[config.mk]
export PLATFORM = sky130hd
export DESIGN_NAME = lsu_align
export DESIGN_NICKNAME = d
export VERILOG_FILES = /design/src/rtl/lsu_pkg.sv /design/src/rtl/lsu_align_lane.sv /design/src/rtl/lsu_align.sv
export SDC_FILE = /design/constraint.sdc
export NUM_CORES = 1
export LEC_CHECK = 0
export ABC_AREA = 1
export CAP_MARGIN = 20
export CORE_UTILIZATION = 50
export CTS_CLUSTER_SIZE = 25
export DETAILED_ROUTE_END_ITERATION = 10
export PLACE_DENSITY = 0.88
export SETUP_SLACK_MARGIN = 0.3
export SLEW_MARGIN = 20
export SYNTH_ARGS = -nofsm -noshare
export SYNTH_HDL_FRONTEND = slang
export SYNTH_SLANG_ARGS = --single-unit
[constraint.sdc]
create_clock -name clk -period 9 [get_ports clk]
set_clock_uncertainty 0.1 [all_clocks]
set_input_delay 1.8 -clock clk [delete_from_list [all_inputs] [get_ports clk]]
set_output_delay 1.8 -clock clk [all_outputs]
set_load 0.005 [all_outputs]
[src/rtl/lsu_pkg.sv]
// Shared definitions for the load/store alignment unit: funct3 codes, FSM states
// and access-size helpers.
package lsu_pkg;

  localparam logic [2:0] F3_B  = 3'b000;
  localparam logic [2:0] F3_H  = 3'b001;
  localparam logic [2:0] F3_W  = 3'b010;
  localparam logic [2:0] F3_BU = 3'b100;
  localparam logic [2:0] F3_HU = 3'b101;

  typedef enum logic [1:0] {
    IDLE = 2'd0,
    RD1  = 2'd1,
    RD2  = 2'd2,
    WR2  = 2'd3
  } lsu_state_e;

  // Byte mask for an access of the size encoded in funct3[1:0].
  function automatic logic [3:0] size_mask(input logic [1:0] sz);
    case (sz)
      2'b00:   return 4'b0001;
      2'b01:   return 4'b0011;
      2'b10:   return 4'b1111;
      default: return 4'b0000;
    endcase
  endfunction

  function automatic logic is_misaligned(input logic [1:0] sz, input logic [1:0] off);
    case (sz)
      2'b01:   return off == 2'd3;
      2'b10:   return off != 2'd0;
      default: return 1'b0;
    endcase
  endfunction

  function automatic logic is_illegal(input logic we, input logic [2:0] f3);
    if (we)
      return f3 > F3_W;
    return !(f3 inside {F3_B, F3_H, F3_W, F3_BU, F3_HU});
  endfunction

endpackage

[src/rtl/lsu_align_lane.sv]
// Combinational byte-lane steering: shifted write data / byte enables for both
// halves of an access, and extraction plus sign/zero extension of read data.
module lsu_lane
  import lsu_pkg::*;
(
  input  logic [1:0]  off,
  input  logic [2:0]  funct3,
  input  logic [31:0] wdata,
  input  logic [31:0] rd_lo,
  input  logic [31:0] rd_hi,
  output logic [31:0] wdata_lo,
  output logic [31:0] wdata_hi,
  output logic [3:0]  be_lo,
  output logic [3:0]  be_hi,
  output logic [31:0] rdata
);

  logic [7:0]  be_wide;
  logic [63:0] wd_wide;
  logic [31:0] raw;

  // Shifting into a double-width vector yields both halves of a word-crossing access.
  assign be_wide  = {4'b0000, size_mask(funct3[1:0])} << off;
  assign wd_wide  = {32'h0, wdata} << {off, 3'b000};
  assign be_lo    = be_wide[3:0];
  assign be_hi    = be_wide[7:4];
  assign wdata_lo = wd_wide[31:0];
  assign wdata_hi = wd_wide[63:32];

  assign raw = 32'({rd_hi, rd_lo} >> {off, 3'b000});

  always_comb begin
    case (funct3)
      F3_B:    rdata = {{24{raw[7]}}, raw[7:0]};
      F3_BU:   rdata = {24'h0, raw[7:0]};
      F3_H:    rdata = {{16{raw[15]}}, raw[15:0]};
      F3_HU:   rdata = {16'h0, raw[15:0]};
      default: rdata = raw;
    endcase
  end

endmodule

[src/rtl/lsu_align.sv]
// Load/store alignment unit in front of a byte-enabled RAM with 1-cycle read latency.
// Define LSU_MISALIGNED_SPLIT_EN to split word-crossing accesses into two RAM cycles.
module lsu_align
  import lsu_pkg::*;
#(
  parameter int DEPTH_WORDS = 128,
  parameter int AW          = 32
) (
  input  logic          clk,
  input  logic          rst,
  input  logic          req_valid,
  output logic          req_ready,
  input  logic          req_we,
  input  logic [2:0]    req_funct3,
  input  logic [AW-1:0] req_addr,
  input  logic [31:0]   req_wdata,
  output logic          rsp_valid,
  output logic [31:0]   rsp_rdata,
  output logic          rsp_err,
  output logic          ram_we,
  output logic [3:0]    ram_be,
  output logic [AW-1:0] ram_waddr,
  output logic [AW-1:0] ram_raddr,
  output logic [31:0]   ram_wdata,
  input  logic [31:0]   ram_q
);

`ifdef LSU_MISALIGNED_SPLIT_EN
  localparam logic SPLIT_EN = 1'b1;
`else
  localparam logic SPLIT_EN = 1'b0;
`endif

  localparam logic [AW-1:0] WMASK = AW'(DEPTH_WORDS - 1);

  lsu_state_e    state_reg;
  logic [AW-1:0] word_reg;
  logic [1:0]    off_reg;
  logic [2:0]    f3_reg;
  logic [31:0]   wdata_reg;
  logic [31:0]   lo_reg;
  logic          split_reg;

  logic [AW-1:0] req_word, word_nxt;
  logic          req_err, req_split;
  logic          idle;
  logic [1:0]    lane_off;
  logic [2:0]    lane_f3;
  logic [31:0]   lane_wdata, lane_rd_lo, lane_rd_hi;
  logic [31:0]   lane_wdata_lo, lane_wdata_hi, lane_rdata;
  logic [3:0]    lane_be_lo, lane_be_hi;

  assign idle      = (state_reg == IDLE);
  assign req_ready = idle;
  assign req_word  = (req_addr >> 2) & WMASK;
  assign word_nxt  = (word_reg + AW'(1)) & WMASK;
  assign req_err   = is_illegal(req_we, req_funct3) ||
                     (is_misaligned(req_funct3[1:0], req_addr[1:0]) && !SPLIT_EN);
  assign req_split = is_misaligned(req_funct3[1:0], req_addr[1:0]) && SPLIT_EN;

  // In IDLE the lane works on the live request, otherwise on the registered one.
  assign lane_off   = idle ? req_addr[1:0] : off_reg;
  assign lane_f3    = idle ? req_funct3 : f3_reg;
  assign lane_wdata = idle ? req_wdata : wdata_reg;
  assign lane_rd_lo = (state_reg == RD2) ? lo_reg : ram_q;
  assign lane_rd_hi = (state_reg == RD2) ? ram_q : 32'h0;

  lsu_lane u_lane (
    .off      (lane_off),
    .funct3   (lane_f3),
    .wdata    (lane_wdata),
    .rd_lo    (lane_rd_lo),
    .rd_hi    (lane_rd_hi),
    .wdata_lo (lane_wdata_lo),
    .wdata_hi (lane_wdata_hi),
    .be_lo    (lane_be_lo),
    .be_hi    (lane_be_hi),
    .rdata    (lane_rdata)
  );

  always_comb begin
    ram_we    = 1'b0;
    ram_be    = lane_be_lo;
    ram_wdata = lane_wdata_lo;
    ram_waddr = word_reg;
    ram_raddr = word_reg;
    case (state_reg)
      IDLE: begin
        ram_we    = !rst && req_valid && req_we && !req_err;
        ram_waddr = req_word;
        ram_raddr = req_word;
      end
      RD1:  ram_raddr = split_reg ? word_nxt : word_reg;
      RD2:  ram_raddr = word_nxt;
      WR2: begin
        ram_we    = !rst;
        ram_be    = lane_be_hi;
        ram_wdata = lane_wdata_hi;
        ram_waddr = word_nxt;
      end
      default: ;
    endcase
  end

  always_ff @(posedge clk or posedge rst) begin
    if (rst) begin
      state_reg <= IDLE;
      rsp_valid <= 1'b0;
      rsp_rdata <= 32'h0;
      rsp_err   <= 1'b0;
      word_reg  <= '0;
      off_reg   <= 2'd0;
      f3_reg    <= 3'd0;
      wdata_reg <= 32'h0;
      lo_reg    <= 32'h0;
      split_reg <= 1'b0;
    end else begin
      rsp_valid <= 1'b0;
      case (state_reg)
        IDLE: if (req_valid) begin
          word_reg  <= req_word;
          off_reg   <= req_addr[1:0];
          f3_reg    <= req_funct3;
          wdata_reg <= req_wdata;
          split_reg <= req_split;
          if (req_err || (req_we && !req_split)) begin
            rsp_valid <= 1'b1;
            rsp_err   <= req_err;
            rsp_rdata <= 32'h0;
          end else if (req_we) begin
            state_reg <= WR2;
          end else begin
            state_reg <= RD1;
          end
        end
        RD1: if (split_reg) begin
          lo_reg    <= ram_q;
          state_reg <= RD2;
        end else begin
          rsp_valid <= 1'b1;
          rsp_err   <= 1'b0;
          rsp_rdata <= lane_rdata;
          state_reg <= IDLE;
        end
        RD2: begin
          rsp_valid <= 1'b1;
          rsp_err   <= 1'b0;
          rsp_rdata <= lane_rdata;
          state_reg <= IDLE;
        end
        WR2: begin
          rsp_valid <= 1'b1;
          rsp_err   <= 1'b0;
          rsp_rdata <= 32'h0;
          state_reg <= IDLE;
        end
        default: state_reg <= IDLE;
      endcase
    end
  end

endmodule
==> results of run 1 <==
==> metrics by stage <==
| stage | area, µm² | cells |
|---|---|---|
| 6_report | 8410 | 1362 |
| 5_1_grt | 8410 | 1362 |
| 4_1_cts | 8400 | 1362 |
| 3_5_place_dp | 8120 | 1346 |
| 3_3_place_gp | 8120 | 1346 |
| 2_1_floorplan | 6890 | 1121 |
==> logic make-up after synthesis <==
family          after synthesis
simple gates                596
xor+xnor                      5
other cells                   1
compound gates              187
buf+inv                     192
flops                        80
fa+ha+maj                    11
==> where the power goes <==
group / internal [mW] / switching, mW / total [mW]
clock: 0.215 / 0.147 / 0.362
sequential: 0.499 / 0.0786 / 0.577
combinational: 0.598 / 0.800 / 1.40
==> synth_stat cells <==
master	count
sky130_fd_sc_hd__a21oi_1	11
sky130_fd_sc_hd__a2bb2oi_1	1
sky130_fd_sc_hd__a31oi_1	2
sky130_fd_sc_hd__buf_1	3
sky130_fd_sc_hd__buf_2	30
sky130_fd_sc_hd__buf_4	56
sky130_fd_sc_hd__buf_6	3
sky130_fd_sc_hd__clkbuf_1	30
sky130_fd_sc_hd__clkinv_1	3
sky130_fd_sc_hd__conb_1	1
sky130_fd_sc_hd__dfrtp_1	80
sky130_fd_sc_hd__ha_1	11
sky130_fd_sc_hd__inv_1	65
sky130_fd_sc_hd__inv_2	2
sky130_fd_sc_hd__nand2_1	408
sky130_fd_sc_hd__nand2_2	1
sky130_fd_sc_hd__nand2_4	1
sky130_fd_sc_hd__nand3_1	136
sky130_fd_sc_hd__nand3_2	1
sky130_fd_sc_hd__nand3_4	1
sky130_fd_sc_hd__nand4_1	1
sky130_fd_sc_hd__nand4_2	1
sky130_fd_sc_hd__nor2_1	30
sky130_fd_sc_hd__nor2_2	1
sky130_fd_sc_hd__nor3_1	2
sky130_fd_sc_hd__o211ai_1	16
sky130_fd_sc_hd__o21a_1	1
sky130_fd_sc_hd__o21ai_0	111
sky130_fd_sc_hd__o21ai_1	18
sky130_fd_sc_hd__o21ai_2	3
sky130_fd_sc_hd__o221ai_1	5
sky130_fd_sc_hd__o22ai_1	19
sky130_fd_sc_hd__or2_0	9
sky130_fd_sc_hd__or2_1	2
sky130_fd_sc_hd__or2_2	2
sky130_fd_sc_hd__xor2_1	5
==> per-layer routing <==
layer | GRT usage (%) | part of all wire (%) | vias up
li1 | - | - | 3610
met4 | 13.1 | 3.6 | 0
met1 | 40.0 | 43 | 3385
met2 | 43.6 | 45 | 461
met5 | 0 | 0 | -
met3 | 4.26 | 8.8 | 57
==> layout make-up <==
cell class,instances,area [µm²]
Clock buffer,13,240
Fill cell,1161,4420
Clock inverter,3,42.5
Multi-Input combinational cell,849,3910
Tap cell,172,215
Timing Repair Buffer,175,1730
Sequential cell,80,2000
Inverter,70,264
==> layout by cell type, fill, tap and decap left out, types with 2 or more instances in the layout <==
cell type,n
sky130_fd_sc_hd__a21oi_1,11
sky130_fd_sc_hd__a31oi_1,2
sky130_fd_sc_hd__buf_4,9
sky130_fd_sc_hd__clkbuf_1,4
sky130_fd_sc_hd__clkbuf_16,9
sky130_fd_sc_hd__clkdlybuf4s50_1,165
sky130_fd_sc_hd__clkinv_1,3
sky130_fd_sc_hd__clkinv_2,2
sky130_fd_sc_hd__conb_1,50
sky130_fd_sc_hd__dfrtp_1,80
sky130_fd_sc_hd__ha_1,10
sky130_fd_sc_hd__inv_1,64
sky130_fd_sc_hd__inv_2,2
sky130_fd_sc_hd__nand2_1,405
sky130_fd_sc_hd__nand2_2,4
sky130_fd_sc_hd__nand3_1,136
sky130_fd_sc_hd__nor2_1,30
sky130_fd_sc_hd__nor3_1,2
sky130_fd_sc_hd__o211ai_1,16
sky130_fd_sc_hd__o21ai_0,111
sky130_fd_sc_hd__o21ai_1,18
sky130_fd_sc_hd__o21ai_2,2
sky130_fd_sc_hd__o221ai_1,5
sky130_fd_sc_hd__o22ai_1,19
sky130_fd_sc_hd__or2_0,9
sky130_fd_sc_hd__or2_1,2
sky130_fd_sc_hd__or2_2,2
sky130_fd_sc_hd__xor2_1,5
==> worst max-delay path by stage <==
stage | start | end | slack (ns) | depth (start not counted)
after CTS | req_addr[0] | ram_be[2] | 2.06 | 7
final | req_addr[0] | ram_wdata[19] | 2.45 | 7
after detailed placement | req_addr[0] | ram_be[2] | 2.07 | 7
after floorplan | rst | ram_we | 3.31 | 3
after global routing | req_addr[0] | ram_wdata[19] | 2.20 | 7
after global placement | req_addr[0] | ram_wdata[19] | 2.12 | 7
==> worst min-delay path, cell delays in order, from the launching register on <==
cell	delay, ns
sky130_fd_sc_hd__dfrtp_1	0.34
sky130_fd_sc_hd__nand2_1	0.05
sky130_fd_sc_hd__nand2_1	0.05
==> metrics.md, run 1 <==
| Metric | Value |
|---|---|
| Status | `finished, final reports clean` |
| RSZ-0062 raised after global routing | `no` |
| TritonCTS buffer count | `9` |
| Fraction of the mapped netlist area in compound gates | `15.5%` |
| Final clock period utilization by the worst path | `72.8%` |
| Final min period | `6.55 ns` |
| Leading cell types by total area after synthesis | `sky130_fd_sc_hd__dfrtp_1 30%, sky130_fd_sc_hd__nand2_1 23%, sky130_fd_sc_hd__nand3_1 10%` |
| Transition time at the pin with the least slew margin | `1.02 ns` |
| Type of the setup path with the least slack | `in2out` |
| Category of the worst setup path capture point | `output port` |
| Number of top-level design ports | `239` |
| Area share of xor/xnor cells in the synthesized design | `0.653%` |
| Starting density of the core | `52.3%` |
| Number of global-route vias before repair | `6422` |
| Count of max-cap constraint violations | `0` |
| Overall track demand over capacity in global routing | `28.7%` |
| CP Data Arrival Time | `4.65 ns` |
| Wire length of the first global-routing pass | `32.1 mm` |
| Crit Reg-Reg Startpoint | `state_reg[0]$_DFFE_PP0P_` |
| Leakage power | `4.08 nW` |
| Number of cell instances on the worst register-to-register path | `13` |
| Register bit count reported by yosys | `80` |
| Number of nets in the finished design | `1299` |
| Root Buffer Master | `sky130_fd_sc_hd__clkbuf_16` |
| Largest family of logic cells by synthesized area | `simple AND/OR/NAND/NOR gates` |
| Number of vias per cell after detailed routing | `5.52` |
| Die boundary height | `118 µm` |
| Rel. slew slack | `31.4%` |
| Worst Hold End | `rsp_rdata[25]$_DFFE_PP0P_` |
| Syn Area/Cell | `6.25 µm²` |
| Post-synthesis cell type with the largest combined area | `sky130_fd_sc_hd__dfrtp_1` |
| Final core utilization | `65.5%` |
| Syn Std Cell Area | `6700 µm²` |
| Placement row count | `41` |
| Total via count after detailed routing | `7513` |
| Number of port buffers | `165` |
| Number of resized instances in the post-cts repair step | `0` |
| Detailed-route wire length per cell | `14.8 µm` |
| Unique cell type count in the Yosys netlist | `36` |
| Yosys warns | `0` |
| Layout cells sized above 1 | `3.36%` |
| Die Outline Area | `13900 µm²` |
| Sum of internal, switching and leakage power | `2.34 mW` |
| Post-Synthesis Cells | `1072` |
| Setup Viol. Count Final | `0` |
| Critical path's top delay family | `simple AND/OR/NAND/NOR gates` |
| List of cells traversed by the critical path | `clkdlybuf4s50_1 > nand2_2 > nand2_2 > o21ai_0 > nand3_1 > o211ai_1 > clkdlybuf4s50_1` |
| Hold path depth | `2` |
| Insertion delay of the later-clocked pin in the worst-skew pair | `0.35 ns` |
| Share of synthesized cell area in full adder, half adder and majority cells | `2.05%` |
| DRT Pass-1 Iters | `6` |
| Final estimated routing congestion in global placement | `0.888` |
| Share of synthesized area occupied by flip-flops and latches | `29.9%` |
| Fraction of post-synthesis cell area in the top cell type by area | `29.9%` |
| Reg-to-reg endpoint | `rsp_rdata[17]$_DFFE_PP0P_` |
| Die W | `118 µm` |
| Post-route ant nets | `0` |
| Worst-case register-to-register setup slack | `4.97 ns` |
| Maximum cell stage delay along the critical path | `0.56 ns` |
| Number of hold violations in the final report | `0` |
| Critical path fanouts, max | `41` |
| Hold path startpoint | `rsp_rdata[25]$_DFFE_PP0P_` |
| Antenna fix cells | `0` |
| CP required | `7.10 ns` |
| Number of max-slew violations in the final report | `0` |
| Clock-pin slew on the worst setup and hold paths | `0.06 ns` |
| Worst-case hold slack | `0.374 ns` |
| Largest buffer count on any clock path | `2` |
| Initial antenna violation count | `0` |
| Maximum achievable frequency | `153 MHz` |
| Area inside the core boundary | `12800 µm²` |
| Violation count after the first detailed-route iteration | `1171` |
| CP Launch Type | `input port` |
| Sink count of the clock tree | `80` |
| Number of post-CTS setup repair buffers | `0` |
| H-tree Lvls | `3` |
| Setup slack at placement | `2.07 ns` |
| Critical path buffer and inverter count | `2` |
| Setup_tns | `0 ns` |
| Power density of the placed cells | `278 nW/µm²` |
| Area growth from synthesis to final layout | `25.4%` |
| Wire length reported by the detailed router | `20.1 mm` |
| Total DRC errors in the routed layout | `0` |
| Overflow after GRT | `0` |
| Synthesized-area fraction occupied by and/or/nand/nor cells | `37.1%` |
| Class of the worst hold path | `reg2reg` |
| CP max-delay cell | `sky130_fd_sc_hd__nand2_2` |
| Setup slack after layout | `2.45 ns` |
| Worst voltage drop across the vdd grid | `0.141 mV` |
| Half-perimeter wire length after detailed placement | `13.9 mm` |
| Number of hold buffers added after CTS | `0` |
| Clock tree from TritonCTS | `built` |
| Pin count of the biggest net entering global routing | `81` |
| Portion of netlist area occupied by mux cells | `0%` |
Note: power is estimated with default switching activity, not from simulation.
==> inputs of run 2 (changes only) <==
CORE_UTILIZATION = 46   (was 50)
PLACE_DENSITY = 0.82   (was 0.88)
clock period = 6.05 ns   (was 9 ns; I/O delays follow)
==> metrics.md, run 2 (synthesized netlist as in run 1, its figures left out) <==
| Metric | Value |
|---|---|
| Proportion of power drawn by the clock network | `16.3% (was 15.5%)` |
| Class of the worst hold path | `reg2reg (unchanged)` |
| Number of post-CTS setup repair buffers | `0 (unchanged)` |
| Count of max-cap constraint violations | `0 (unchanged)` |
| Die Outline Area | `15100 µm² (was 13900 µm²)` |
| Antenna fix cells | `0 (unchanged)` |
| Number of hold buffers added after CTS | `0 (unchanged)` |
| Type of the setup path with the least slack | `in2out (unchanged)` |
| H-tree Lvls | `3 (unchanged)` |
| Transition time at the pin with the least slew margin | `1.02 ns (about the same)` |
| Half-perimeter wire length after detailed placement | `13.9 mm (about the same)` |
| RSZ-0062 raised after global routing | `no (unchanged)` |
| Final clock period utilization by the worst path | `85.2%` |
| Number of vias per cell after detailed routing | `5.39 (was 5.52)` |
| Category of the worst setup path capture point | `output port (unchanged)` |
| Wire length reported by the detailed router | `20.0 mm (was 20.1 mm)` |
| Clock-pin slew on the worst setup and hold paths | `0.06 ns (about the same)` |
| Area growth from synthesis to final layout | `26.2% (was 25.4%)` |
| Violation count after the first detailed-route iteration | `828 (was 1171)` |
| TritonCTS buffer count | `9 (unchanged)` |
| Number of port buffers | `165 (unchanged)` |
| DRT Pass-1 Iters | `7 (was 6)` |
| Number of nets in the finished design | `1302 (was 1299)` |
| Die W | `123 µm (was 118 µm)` |
| CP required | `4.74 ns (was 7.10 ns)` |
| Share of power burned in registers | `24.6% (was 24.7%)` |
| Total DRC errors in the routed layout | `0 (unchanged)` |
| Internal power component | `1.98 mW (was 1.31 mW)` |
| Setup Viol. Count Final | `0 (unchanged)` |
| Highest-count cells in the layout ignoring fill and taps | `406 x sky130_fd_sc_hd__nand2_1, 165 x sky130_fd_sc_hd__clkdlybuf4s50_1, 136 x sky130_fd_sc_hd__nand3_1 (was 405 x sky130_fd_sc_hd__nand2_1, 165 x sky130_fd_sc_hd__clkdlybuf4s50_1, 136 x sky130_fd_sc_hd__nand3_1)` |
| Logic pwr share | `59.1% (was 59.8%)` |
| CP Data Arrival Time | `3.85 ns (was 4.65 ns)` |
| Switch Pwr | `1.52 mW (was 1.03 mW)` |
| Net Sw Frac | `43.5% (was 43.9%)` |
| Post-route ant nets | `0 (unchanged)` |
| Critical path fanouts, max | `34 (was 41)` |
| Power density of the placed cells | `413 nW/µm² (was 278 nW/µm²)` |
| Overall track demand over capacity in global routing | `26.9% (was 28.7%)` |
| Detailed-route wire length per cell | `14.6 µm (was 14.8 µm)` |
| Sum of internal, switching and leakage power | `3.50 mW (was 2.34 mW)` |
| Sink count of the clock tree | `80 (unchanged)` |
| CP Launch Type | `input port (unchanged)` |
| Final estimated routing congestion in global placement | `0.923 (was 0.888)` |
| Final min period | `5.16 ns` |
| Overflow after GRT | `0 (unchanged)` |
| Number of top-level design ports | `239 (unchanged)` |
| Total via count after detailed routing | `7395 (was 7513)` |
| Die boundary height | `123 µm (was 118 µm)` |
| Number of max-slew violations in the final report | `0 (unchanged)` |
| Area inside the core boundary | `14000 µm² (was 12800 µm²)` |
| Worst voltage drop across the vdd grid | `0.234 mV (was 0.141 mV)` |
| Rel. slew slack | `31.8% (was 31.4%)` |
| Setup_tns | `0 ns (unchanged)` |
| Insertion delay of the later-clocked pin in the worst-skew pair | `0.35 ns (about the same)` |
| Number of resized instances in the post-cts repair step | `0 (unchanged)` |
| Maximum achievable frequency | `194 MHz` |
| Pin count of the biggest net entering global routing | `81 (unchanged)` |
| Placement row count | `43 (was 41)` |
| Number of hold violations in the final report | `0 (unchanged)` |
| Layout cells sized above 1 | `3.77% (was 3.36%)` |
| Root Buffer Master | `sky130_fd_sc_hd__clkbuf_16 (unchanged)` |
| Clock tree from TritonCTS | `built (unchanged)` |
| Wire length of the first global-routing pass | `31.7 mm (was 32.1 mm)` |
| Initial antenna violation count | `0 (unchanged)` |
| Leakage power | `4.10 nW (was 4.08 nW)` |
| Status | `finished, final reports clean (unchanged)` |
| Most common cell after layout, fill and taps aside | `sky130_fd_sc_hd__nand2_1 (unchanged)` |
| Largest buffer count on any clock path | `2 (unchanged)` |
| Starting density of the core | `47.7% (was 52.3%)` |
| Number of global-route vias before repair | `6358 (was 6422)` |
run 2: cell types whose count changed in the layout (fill, tap and decap cells not counted):
| cell | previous run | this run |
|---|---|---|
| sky130_fd_sc_hd__clkbuf_8 | 0 | 2 |
| sky130_fd_sc_hd__buf_4 | 9 | 12 |
| sky130_fd_sc_hd__clkbuf_1 | 4 | 1 |
| sky130_fd_sc_hd__nand2_1 | 405 | 406 |
| sky130_fd_sc_hd__clkinvlp_4 | 1 | 3 |
| sky130_fd_sc_hd__clkinv_2 | 2 | 1 |
| sky130_fd_sc_hd__nand2_2 | 4 | 3 |
run 2: power groups by stage:
stage               Combinational [mW]  Sequential (mW)  Clock (mW)
floorplan                         1.25            0.852           0
global placement                  2.01            0.858           0
detailed placement                2.04            0.866           0
CTS                               2.05            0.858       0.576
global route                      2.30            0.883       0.596
finish                            2.07            0.858       0.570
run 2: critical path: stages:
cell	delay, ns
sky130_fd_sc_hd__clkdlybuf4s50_1	0.50
sky130_fd_sc_hd__inv_1	0.07
sky130_fd_sc_hd__nand2_1	0.06
sky130_fd_sc_hd__nand2_1	0.57
sky130_fd_sc_hd__buf_4	0.39
sky130_fd_sc_hd__o21ai_0	0.23
sky130_fd_sc_hd__nand3_1	0.11
sky130_fd_sc_hd__o221ai_1	0.11
sky130_fd_sc_hd__clkdlybuf4s50_1	0.59
run 2: cell type report:
class | count | area (µm²)
flip-flops and latches | 80 | 2000
repair buffers | 178 | 1750
clock buffers | 12 | 256
clock inverters | 4 | 52.6
fillers | 1314 | 5580
well taps | 180 | 225
multi-input cells | 849 | 3910
inverters | 70 | 264
run 2: layer usage:
metal | up-vias | routed length, µm | track usage (%)
li1 | 3622 | - | -
met3 | 52 | 1560 | 4.00
met2 | 380 | 8910 | 40.2
met5 | - | 0 | 0
met4 | 0 | 724 | 13.5
met1 | 3341 | 8810 | 37.7
run 2: worst paths after layout:
check | slack [ns] | start | depth (start not counted) | to
setup / recovery | 0.89 | req_addr[0] | 9 | ram_wdata[23]
hold / removal | 0.38 | wdata_reg[20]$_DFFE_PP0P_ | 2 | wdata_reg[20]$_DFFE_PP0P_
setup reg to reg | 2.51 | state_reg[0]$_DFFE_PP0P_ | 12 | rsp_rdata[14]$_DFFE_PP0P_
hold reg to reg | 0.38 | wdata_reg[20]$_DFFE_PP0P_ | 2 | wdata_reg[20]$_DFFE_PP0P_
max in group asynchronous | 3.97 | rst | 3 | rsp_rdata[31]$_DFFE_PP0P_
min in group asynchronous | 1.39 | rst | 3 | rsp_rdata[0]$_DFFE_PP0P_
run 2: metrics by stage:
stage	area [µm²]	hold slack (ns)	setup slack, ns	utilization, %	cells
2_1_floorplan	6890	0.348	1.54	-	1121
3_3_place_gp	8150	0.360	0.960	58.0	1357
3_5_place_dp	8150	0.368	0.922	58.0	1357
4_1_cts	8460	0.383	0.925	60.2	1373
5_1_grt	8460	0.392	0.669	60.3	1373
6_report	8460	0.378	0.893	60.3	1373
==> inputs of run 3 (changes only) <==
SETUP_SLACK_MARGIN = unset   (was 0.3)
SKIP_CTS_REPAIR_TIMING = 1   (was unset)
==> results of run 3 <==
No change in the layout: final DEF, timing and power equal those of run 2.
